File: config.mk
export PLATFORM = sky130hd
export DESIGN_NAME = frame_serdes_timer
export DESIGN_NICKNAME = d
export VERILOG_FILES = /design/src/rtl/frame_serdes_timer.sv
export SDC_FILE = /design/constraint.sdc
export NUM_CORES = 1
export LEC_CHECK = 0
export CAP_MARGIN = 5
export CORE_ASPECT_RATIO = 0.7
export CORE_MARGIN = 1
export CORE_UTILIZATION = 47
export DETAILED_ROUTE_END_ITERATION = 12
export MAX_ROUTING_LAYER = met4
export PLACE_DENSITY = 0.71
export SYNTH_ARGS = -nofsm -noshare
export SYNTH_HDL_FRONTEND = slang
export SYNTH_SLANG_ARGS = --single-unit
File: constraint.sdc
create_clock -name clk_sys -period 2.8 [get_ports clk_sys]
set_input_delay 0.84 -clock clk_sys [delete_from_list [all_inputs] [get_ports clk_sys]]
set_output_delay 0.84 -clock clk_sys [all_outputs]
set_load 0.03 [all_outputs]
File: src/rtl/frame_serdes_timer.sv
// frame_serdes_timer: symbol timer plus frame serializer/deserializer for the
// CRC/4FSK link. clk_sys is divided into symbols of PHASE_LEN cycles, and
// FRAME_BITS symbols make one frame.
//
// TX: a valid/ready handshake loads a holding register. At the end of a frame,
// the held word moves into the shift register and is sent LSB first, one bit
// per symbol.
// RX: rx_bit is sampled once per symbol at SAMPLE_PHASE. When the last symbol
// is sampled, the complete word is published with a one-cycle rx_valid pulse.
//
// Optional feature: define FRAME_SYNC_EN to add the `sync` input. sync
// realigns the timer to the start of a frame. It also aborts the frame that is
// currently being sent and discards the partially received word.
module frame_serdes_timer #(
  parameter int FRAME_BITS   = 16,
  parameter int PHASE_LEN    = 256,
  parameter int SAMPLE_PHASE = 0,
  localparam int PW = $clog2(PHASE_LEN),
  localparam int CW = $clog2(FRAME_BITS)
) (
  input  logic                  clk_sys,
  input  logic                  reset,
  input  logic [FRAME_BITS-1:0] tx_data,
  input  logic                  tx_valid,
  output logic                  tx_ready,
  output logic                  tx_bit,
  output logic                  tx_active,
  input  logic                  rx_bit,
  output logic [FRAME_BITS-1:0] rx_data,
  output logic                  rx_valid,
  output logic [PW-1:0]         phase,
  output logic [CW-1:0]         sign_cnt,
  output logic                  sign_clk
`ifdef FRAME_SYNC_EN
  ,
  input  logic                  sync
`endif
);

  localparam logic [PW-1:0] PHASE_LAST = PW'(PHASE_LEN - 1);
  localparam logic [PW-1:0] SAMPLE_AT  = PW'(SAMPLE_PHASE);
  localparam logic [CW-1:0] SIGN_LAST  = CW'(FRAME_BITS - 1);

  typedef enum logic {
    TX_IDLE = 1'b0,
    TX_SEND = 1'b1
  } tx_state_t;

  // ---------------------------------------------------------------------------
  // Realignment request. This signal is tied low when the feature is absent,
  // so the rest of the logic is the same in both builds.
  // ---------------------------------------------------------------------------
  logic sync_hit;
`ifdef FRAME_SYNC_EN
  assign sync_hit = sync;
`else
  assign sync_hit = 1'b0;
`endif

  // ---------------------------------------------------------------------------
  // Symbol / frame timer
  // ---------------------------------------------------------------------------
  logic symbol_end;
  logic frame_end;

  assign symbol_end = (phase == PHASE_LAST);
  assign frame_end  = symbol_end && (sign_cnt == SIGN_LAST);
  assign sign_clk   = (phase == '0);

  // Phase counts cycles within a symbol; sign_cnt counts symbols within a frame.
  always_ff @(posedge clk_sys) begin
    // NOTE: every register here is updated with <=, so each process reads the
    // values from before the edge. Using = would make the result depend on the
    // order in which processes are evaluated.
    if (reset) begin
      phase    <= '0;
      sign_cnt <= '0;
    end else if (sync_hit) begin
      phase    <= '0;
      sign_cnt <= '0;
    end else if (symbol_end) begin
      phase    <= '0;
      sign_cnt <= (sign_cnt == SIGN_LAST) ? '0 : sign_cnt + 1'b1;
    end else begin
      phase    <= phase + 1'b1;
    end
  end

  // ---------------------------------------------------------------------------
  // TX path: holding register -> shift register -> tx_bit
  // ---------------------------------------------------------------------------
  tx_state_t             tx_state_q;
  tx_state_t             tx_state_d;
  logic [FRAME_BITS-1:0] hold_q;
  logic [FRAME_BITS-1:0] shift_q;
  logic                  pending_q;
  logic                  accept;
  logic                  load;

  assign tx_ready = ~pending_q;
  assign accept   = tx_valid && tx_ready;
  // A word accepted during the frame-end cycle is not pending yet, so it waits
  // until the next frame end.
  assign load     = frame_end && pending_q && !sync_hit;

  // TX state register.
  always_ff @(posedge clk_sys) begin
    if (reset) tx_state_q <= TX_IDLE;
    else       tx_state_q <= tx_state_d;
  end

  // Next TX state. The state changes only at a frame end or on realignment.
  always_comb begin
    // NOTE: assigning the default first means every path drives tx_state_d,
    // so no latch can be inferred.
    tx_state_d = tx_state_q;
    if (sync_hit) begin
      tx_state_d = TX_IDLE;
    end else if (frame_end) begin
      tx_state_d = load ? TX_SEND : TX_IDLE;
    end
  end

  // Holding register and shift register. The shift register is loaded from
  // the held word at a frame end.
  always_ff @(posedge clk_sys) begin
    // NOTE: these data registers are plain flops, not a RAM. Clearing them on
    // reset costs almost nothing, and it guarantees that no stale word can
    // reappear after a reset or an aborted frame.
    if (reset) begin
      hold_q    <= '0;
      shift_q   <= '0;
      pending_q <= 1'b0;
    end else begin
      if (sync_hit)  shift_q <= '0;
      else if (load) shift_q <= hold_q;

      if (load) begin
        pending_q <= 1'b0;
      end else if (accept) begin
        hold_q    <= tx_data;
        pending_q <= 1'b1;
      end
    end
  end

  assign tx_active = (tx_state_q == TX_SEND);
  assign tx_bit    = tx_active & shift_q[sign_cnt];

  // ---------------------------------------------------------------------------
  // RX path: one sample per symbol, word published after the last symbol
  // ---------------------------------------------------------------------------
  logic [FRAME_BITS-1:0] rx_shift_q;
  logic [FRAME_BITS-1:0] rx_word;
  logic                  sample;

  assign sample = (phase == SAMPLE_AT);

  // rx_word is the received word with the bit being sampled this cycle already
  // inserted, so the last bit is included in the published word.
  always_comb begin
    rx_word           = rx_shift_q;
    rx_word[sign_cnt] = rx_bit;
  end

  // Receive shift register, output word and valid strobe.
  always_ff @(posedge clk_sys) begin
    if (reset) begin
      rx_shift_q <= '0;
      rx_data    <= '0;
      rx_valid   <= 1'b0;
    end else if (sync_hit) begin
      rx_shift_q <= '0;
      rx_valid   <= 1'b0;
    end else begin
      rx_valid <= 1'b0;
      if (sample) begin
        rx_shift_q <= rx_word;
        if (sign_cnt == SIGN_LAST) begin
          rx_data  <= rx_word;
          rx_valid <= 1'b1;
        end
      end
    end
  end

endmodule
==> out/qor.yml, run 1 <==
status: "completed"
crit_path_max_fanout: 4
maxCapViolCount: 0
synth_edf_count: 0
numCtsBuffers: 9
track_usage_pct: 21.79
synth_top_family_by_area: "simple AND/OR/NAND/NOR gates"
clk_pin_slew_ns: 0.07
reg2reg_setup_slack_ns: 0.68
start_util_pct: 49.09
ios: 53
ys_seq_area_share_pct: 46.86
globalplace.congestion: 0.7868
synth_fp_nets: 391
drive_above_1_share_pct: 10.19
grt_busiest_layer: "met2"
whs_endpoint: "hold_q[4]"
synth_top_cell_area_share_pct: 46.86
yosys-top-cells-count: "dfxtp_1 (78), nand2_1 (66), nor2_1 (37)"
synth.most_common_cell: "dfxtp_1"
synthArstFlopShare_pct: 0
clock_skew_ns: 0.009051
use_met3_pct: 6.551
maxSlewHeadroom_pct: 53.35
yosys_warnings: 0
clock-sinks: 78
reg2reg_to: "shift_q[0]"
cts_setup_buffers: 0
antenna_found_initial: 0
rr_startpoint: "phase[0]"
ys.flop_type: "dfxtp_1"
wl_per_cell_um: 14.13
drtIter0Drc: 107
via_per_inst: 5.360
required_ns: 1.96
fin_util_pct: 60.70
grt_pass1_vias: 2502
setup_viol: 0
min-delay-start: "hold_q[4]"
worst_pin_slew_ns: 0.6982
vias: 2712
synth_top_area_cell: "dfxtp_1"
p_per_area_mw_per_mm2: 567.3
grt_pass1_wl_um: 11950
synth_adder_area_share_pct: 2.253
crit_type: "flip-flop to output port"
synth.cell_area_mm2: 0.003332
synth-simple-area-share_pct: 20.99
ys_types: 40
final_area_mm2: 0.004120
synth.area.mux_share_pct: 7.811
yosys_register_bits: 78
rows: 25
worstSetupStartpointType: "flip-flop"
grtUsageMet2_pct: 32.44
critical-path-max-stage-delay_ns: 0.52
cp.arrival_ns: 1.91
met1_usage_pct: 28.53
synth-xor-area-share_pct: 1.577
final_antenna_net_count: 0
dp_cells: 490
hold_viol: 0
dieArea_mm2: 0.007435
final_cells: 506
cts_root_buf: "clkbuf_8"
ff2ff_path_depth: 5
clk_latency_ns: 0.35
core_area_mm2: 0.006788
critical_path_buf_inv_count: 1
min-delay-path-class: "flip-flop to flip-flop"
rsz0062_at_grt: "false"
synthTopCellsByArea: "dfxtp_1 (47%), nand2_1 (7.4%), mux2i_1 (5.1%)"
synth_compound_area_share_pct: 14.61
worstHoldPathCells: 2
fp.dieW_um: 102.6
period_share_pct: 98.04
ir_drop_mv: 0.2953
place_area_mm2: 0.003875
grt_max_degree: 53
cpMaxStageDelayCell: "mux4_2"
crit_family: "multiplexers"
syn_area_per_cell_um2: 9.129
syn_to_final_growth_pct: 23.66
chipHeight_um: 72.45
drt_pass1_iterations: 4
cts.path.max_buffers: 2
cts_tree: "built"
wl_um: 7152
p_leak_uw: 0.001611
cp_cell_sequence: "mux4_2 -> o211a_1 -> a22oi_1 -> nand2_1 -> buf_2"
period_minus_slack_ns: 2.745
final-max-slew-violation-count: 0
diodes: 0
drc_errors: 0
fin_nets: 433
timing.hold.ws_ns: 0.4581
hpwl_um: 4869
portBuffers: 52
htreeDepth: 3
max_freq_ghz: 0.3643
cp-end-kind: "output port"
synth_cells: 365
grt_overflow: 0
-- layout by cell type, fill, tap and decap left out, types with 4 or more instances in the layout --
cell type | netlist | routed
a21oi_1 | 25 | 25
a22o_1 | 16 | 16
a311oi_1 | 8 | 8
and3_1 | 4 | 4
buf_4 | 2 | 12
clkbuf_8 | 0 | 11
clkdlybuf4s50_1 | 0 | 49
dfxtp_1 | 78 | 77
ha_1 | 6 | 6
inv_1 | 7 | 7
mux2i_1 | 17 | 17
mux4_2 | 4 | 4
nand2_1 | 66 | 66
nand3_1 | 13 | 13
nand4_1 | 14 | 14
nor2_1 | 37 | 37
nor3_1 | 4 | 4
xor2_1 | 4 | 4
-- through the flow --
| stage | TNS [ns] | setup WS, ns | total power, uW |
|---|---|---|---|
| after floorplan | 0 | 0.02042 | 1260 |
| after global placement | -0.02822 | -0.02822 | 1320 |
| after detailed placement | -0.06904 | -0.06904 | 1324 |
| after CTS | 0 | 0.03799 | 2361 |
| after global routing | 0 | 0.005041 | 2425 |
| final | 0 | 0.05487 | 2337 |
-- cell families (layout without fill, tap and decap cells) --
| logic type | after synthesis | in the layout |
|---|---|---|
| AND/OR/NAND/NOR | 151 | 151 |
| flip-flops | 78 | 78 |
| AO/OA/AOI/OAI | 64 | 64 |
| buffers and inverters | 39 | 86 |
| multiplexers | 21 | 21 |
| adder cells (fa/ha/maj) | 6 | 6 |
| XOR/XNOR | 6 | 6 |
-- how the worst max path moves through the flow --
stage	start	to	slack, ns	depth (start not counted)
after detailed placement	sign_cnt[1]	tx_bit	-0.07	5
after floorplan	sign_cnt[1]	tx_bit	0.02	5
after CTS	sign_cnt[1]	tx_bit	0.04	5
after global routing	sign_cnt[1]	tx_bit	0.005	5
final	sign_cnt[1]	tx_bit	0.05	5
after global placement	sign_cnt[1]	tx_bit	-0.03	5
-- worst min-delay path, cell delays in order (launching register included) --
cell     delay, ns
dfxtp_1       0.31
nand2_1       0.05
a21oi_1       0.05
-- area by class of cell --
class / instances / area [um^2]
inverters: 7 / 26.28
flip-flops and latches: 78 / 1563
well taps: 94 / 117.6
repair buffers: 63 / 590.6
clock buffers: 13 / 158.9
clock inverters: 3 / 90.09
fillers: 602 / 2668
multi-input cells: 248 / 1574
-- timing repair --
action / in CTS / in global routing
gates resized for setup: 6 / 0
hold endpoints to repair: 0 / 0
hold buffers: 0 / 0
setup endpoints to repair: 1 / 0
-- power by group --
part	switching (uW)	total [uW]	internal [uW]
sequential	15.7	1150	1130
combinational	86.7	152	65.5
clock	398	1040	642
total	500	2340	1840
-- sequential cells by signal, indices dropped and copies added (netlist names) --
name        count
rx_valid        1
rx_data        16
pending_q       1
rx_shift_q     15
shift_q        16
tx_active       1
sign_cnt        4
phase           8
hold_q         16
-- routing by layer --
| layer | share of wire, % | vias to the layer above |
|---|---|---|
| met5 | 0 | - |
| met4 | 0.94 | 0 |
| met3 | 6.3 | 7 |
| met2 | 43 | 70 |
| met1 | 49 | 1275 |
| li1 | - | 1360 |
Note: power is estimated with default switching activity, not from simulation.
==> inputs of run 2 (changes only) <==
- CTS_BUF_LIST: default -> sky130_fd_sc_hd__clkbuf_8
- PLACE_DENSITY: 0.71 -> 0.77
==> out/qor.yml, run 2 (synthesis gave the netlist of run 1 again) <==
cpMaxStageDelayCell: "mux4_2"
via_per_inst: 5.279
final_common_cell: "dfxtp_1"
cp-end-kind: "output port"
drt_pass1_iterations: 4
numCtsBuffers: 9
p_clk_share_pct: 37.5
drive_above_1_share_pct: 10.22
p_comb_share_pct: 7.4
rsz0062_at_grt: "false"
reg_top3: "hold_q (16), rx_data (16), shift_q (16)"
worst_pin_slew_ns: 0.6961
max_freq_ghz: 0.3667
cts.path.max_buffers: 2
cts_tree: "built"
diodes: 0
worstSetupStartpointType: "flip-flop"
period_share_pct: 97.40
crit_type: "flip-flop to output port"
fillers: 609
globalplace.congestion: 0.8091
syn_to_final_growth_pct: 21.63
grt_max_degree: 50
place_area_mm2: 0.003867
chipHeight_um: 72.45
switching_power_uw: 495.8
core_area_mm2: 0.006788
cp.arrival_ns: 1.89
ios: 53
grt_overflow: 0
grt_pass1_wl_um: 11920
maxCapViolCount: 0
ff2ff_path_depth: 5
clk_latency_ns: 0.35
min-delay-path-class: "flip-flop to flip-flop"
final_cell_mix: "dfxtp_1 (77), nand2_1 (66), clkdlybuf4s50_1 (49), nor2_1 (37), a21oi_1 (25)"
cts_setup_buffers: 0
antenna_found_initial: 0
period_minus_slack_ns: 2.727
required_ns: 1.96
p_per_area_mw_per_mm2: 512.7
rows: 25
htreeDepth: 3
dieArea_mm2: 0.007435
setup_viol: 0
status: "completed"
hold_viol: 0
fin_nets: 432
drtIter0Drc: 140
critical-path-max-stage-delay_ns: 0.51
final_antenna_net_count: 0
sw_frac_of_total_pct: 23.86
fp.dieW_um: 102.6
vias: 2666
hpwl_um: 4949
final-max-slew-violation-count: 0
ir_drop_mv: 0.2872
p_total_uw: 2078
cp_cell_sequence: "mux4_2 -> o211a_1 -> a22oi_1 -> nand2_1 -> buf_2"
portBuffers: 52
clock_skew_ns: 0.006075
grt_pass1_vias: 2500
final_area_mm2: 0.004053
clock-sinks: 78
cts_root_buf: "clkbuf_8"
start_util_pct: 49.09
track_usage_pct: 21.40
worstHoldPathCells: 2
p_seq_share_pct: 55.1
maxSlewHeadroom_pct: 53.50
crit_path_max_fanout: 4
drc_errors: 0
wl_per_cell_um: 14.08
p_leak_uw: 0.001582
p_int_uw: 1582
wl_um: 7112
clk_pin_slew_ns: 0.07
run 2: changes by cell type in the layout (fill, tap and decap cells not counted), sizes merged:
| cell | delta |
|---|---|
| clkbuf | -1 |
| bufinv | -3 |
| clkinv | +2 |
| inv | +1 |
| buf | -1 |
| clkinvlp | +1 |
run 2: critical path, delay by kind of cell (launching register included):
| family | cells | cell delay [ns] |
|---|---|---|
| AOI/OAI and AO/OA | 2 | 0.39 |
| DFF | 1 | 0.38 |
| buffers and inverters | 1 | 0.18 |
| muxes | 1 | 0.51 |
| and+or+nand+nor | 1 | 0.08 |
run 2: per-layer routing:
metal  global-route usage, %  part of all wire (%)
met1                   27.33                    48
met2                   32.67                    45
met3                   5.491                   5.0
met4                   7.937                   1.2
met5                       -                     0
run 2: layout make-up:
type                            instances  area [um^2]  area share, %
Clock inverter                          4        21.27         0.5249
Sequential cell                        78         1565          38.62
Timing Repair Buffer                   62        583.1          14.39
Clock buffer                           12        165.2          4.075
Multi-Input combinational cell        248         1574          38.84
Inverter                                7        26.28         0.6483
Tap cell                               94        117.6          2.902
run 2: final timing paths:
kind                     from          to  slack, ns
setup / recovery  sign_cnt[1]      tx_bit       0.07
hold / removal     hold_q[12]  hold_q[12]       0.46
setup reg to reg     phase[0]  shift_q[1]       0.71
hold reg to reg    hold_q[12]  hold_q[12]       0.46
run 2: power groups by stage:
| stage | clock network [uW] | registers (uW) | logic, uW |
|---|---|---|---|
| detailed placement | 0 | 1170 | 153 |
| floorplan | 0 | 1170 | 86.1 |
| global route | 846 | 1150 | 168 |
| CTS | 798 | 1150 | 153 |
| finish | 779 | 1140 | 153 |
| global placement | 0 | 1170 | 148 |
run 2: per-stage QoR:
stage	cells	setup slack (ns)	setup TNS (ns)	utilization [%]	hold WS [ns]
floorplan	365	0.02042	0	-	0.4316
global placement	489	-0.03305	-0.03305	56.98	0.4485
detailed placement	489	-0.06618	-0.06618	56.98	0.4524
CTS	505	0.03299	0	59.67	0.4609
global route	505	0.01284	0	59.71	0.4768
finish	505	0.07271	0	59.71	0.4593
run 2: timing repair:
item                       CTS  global route
gates cloned                 0             0
setup endpoints to repair    1             1
hold buffers                 0             0
gates resized for setup      6             1
==> inputs of run 3 (changes only) <==
- CAP_MARGIN: 5 -> default
==> results of run 3 <==
Final layout, timing and power as in run 2 (identical DEF).
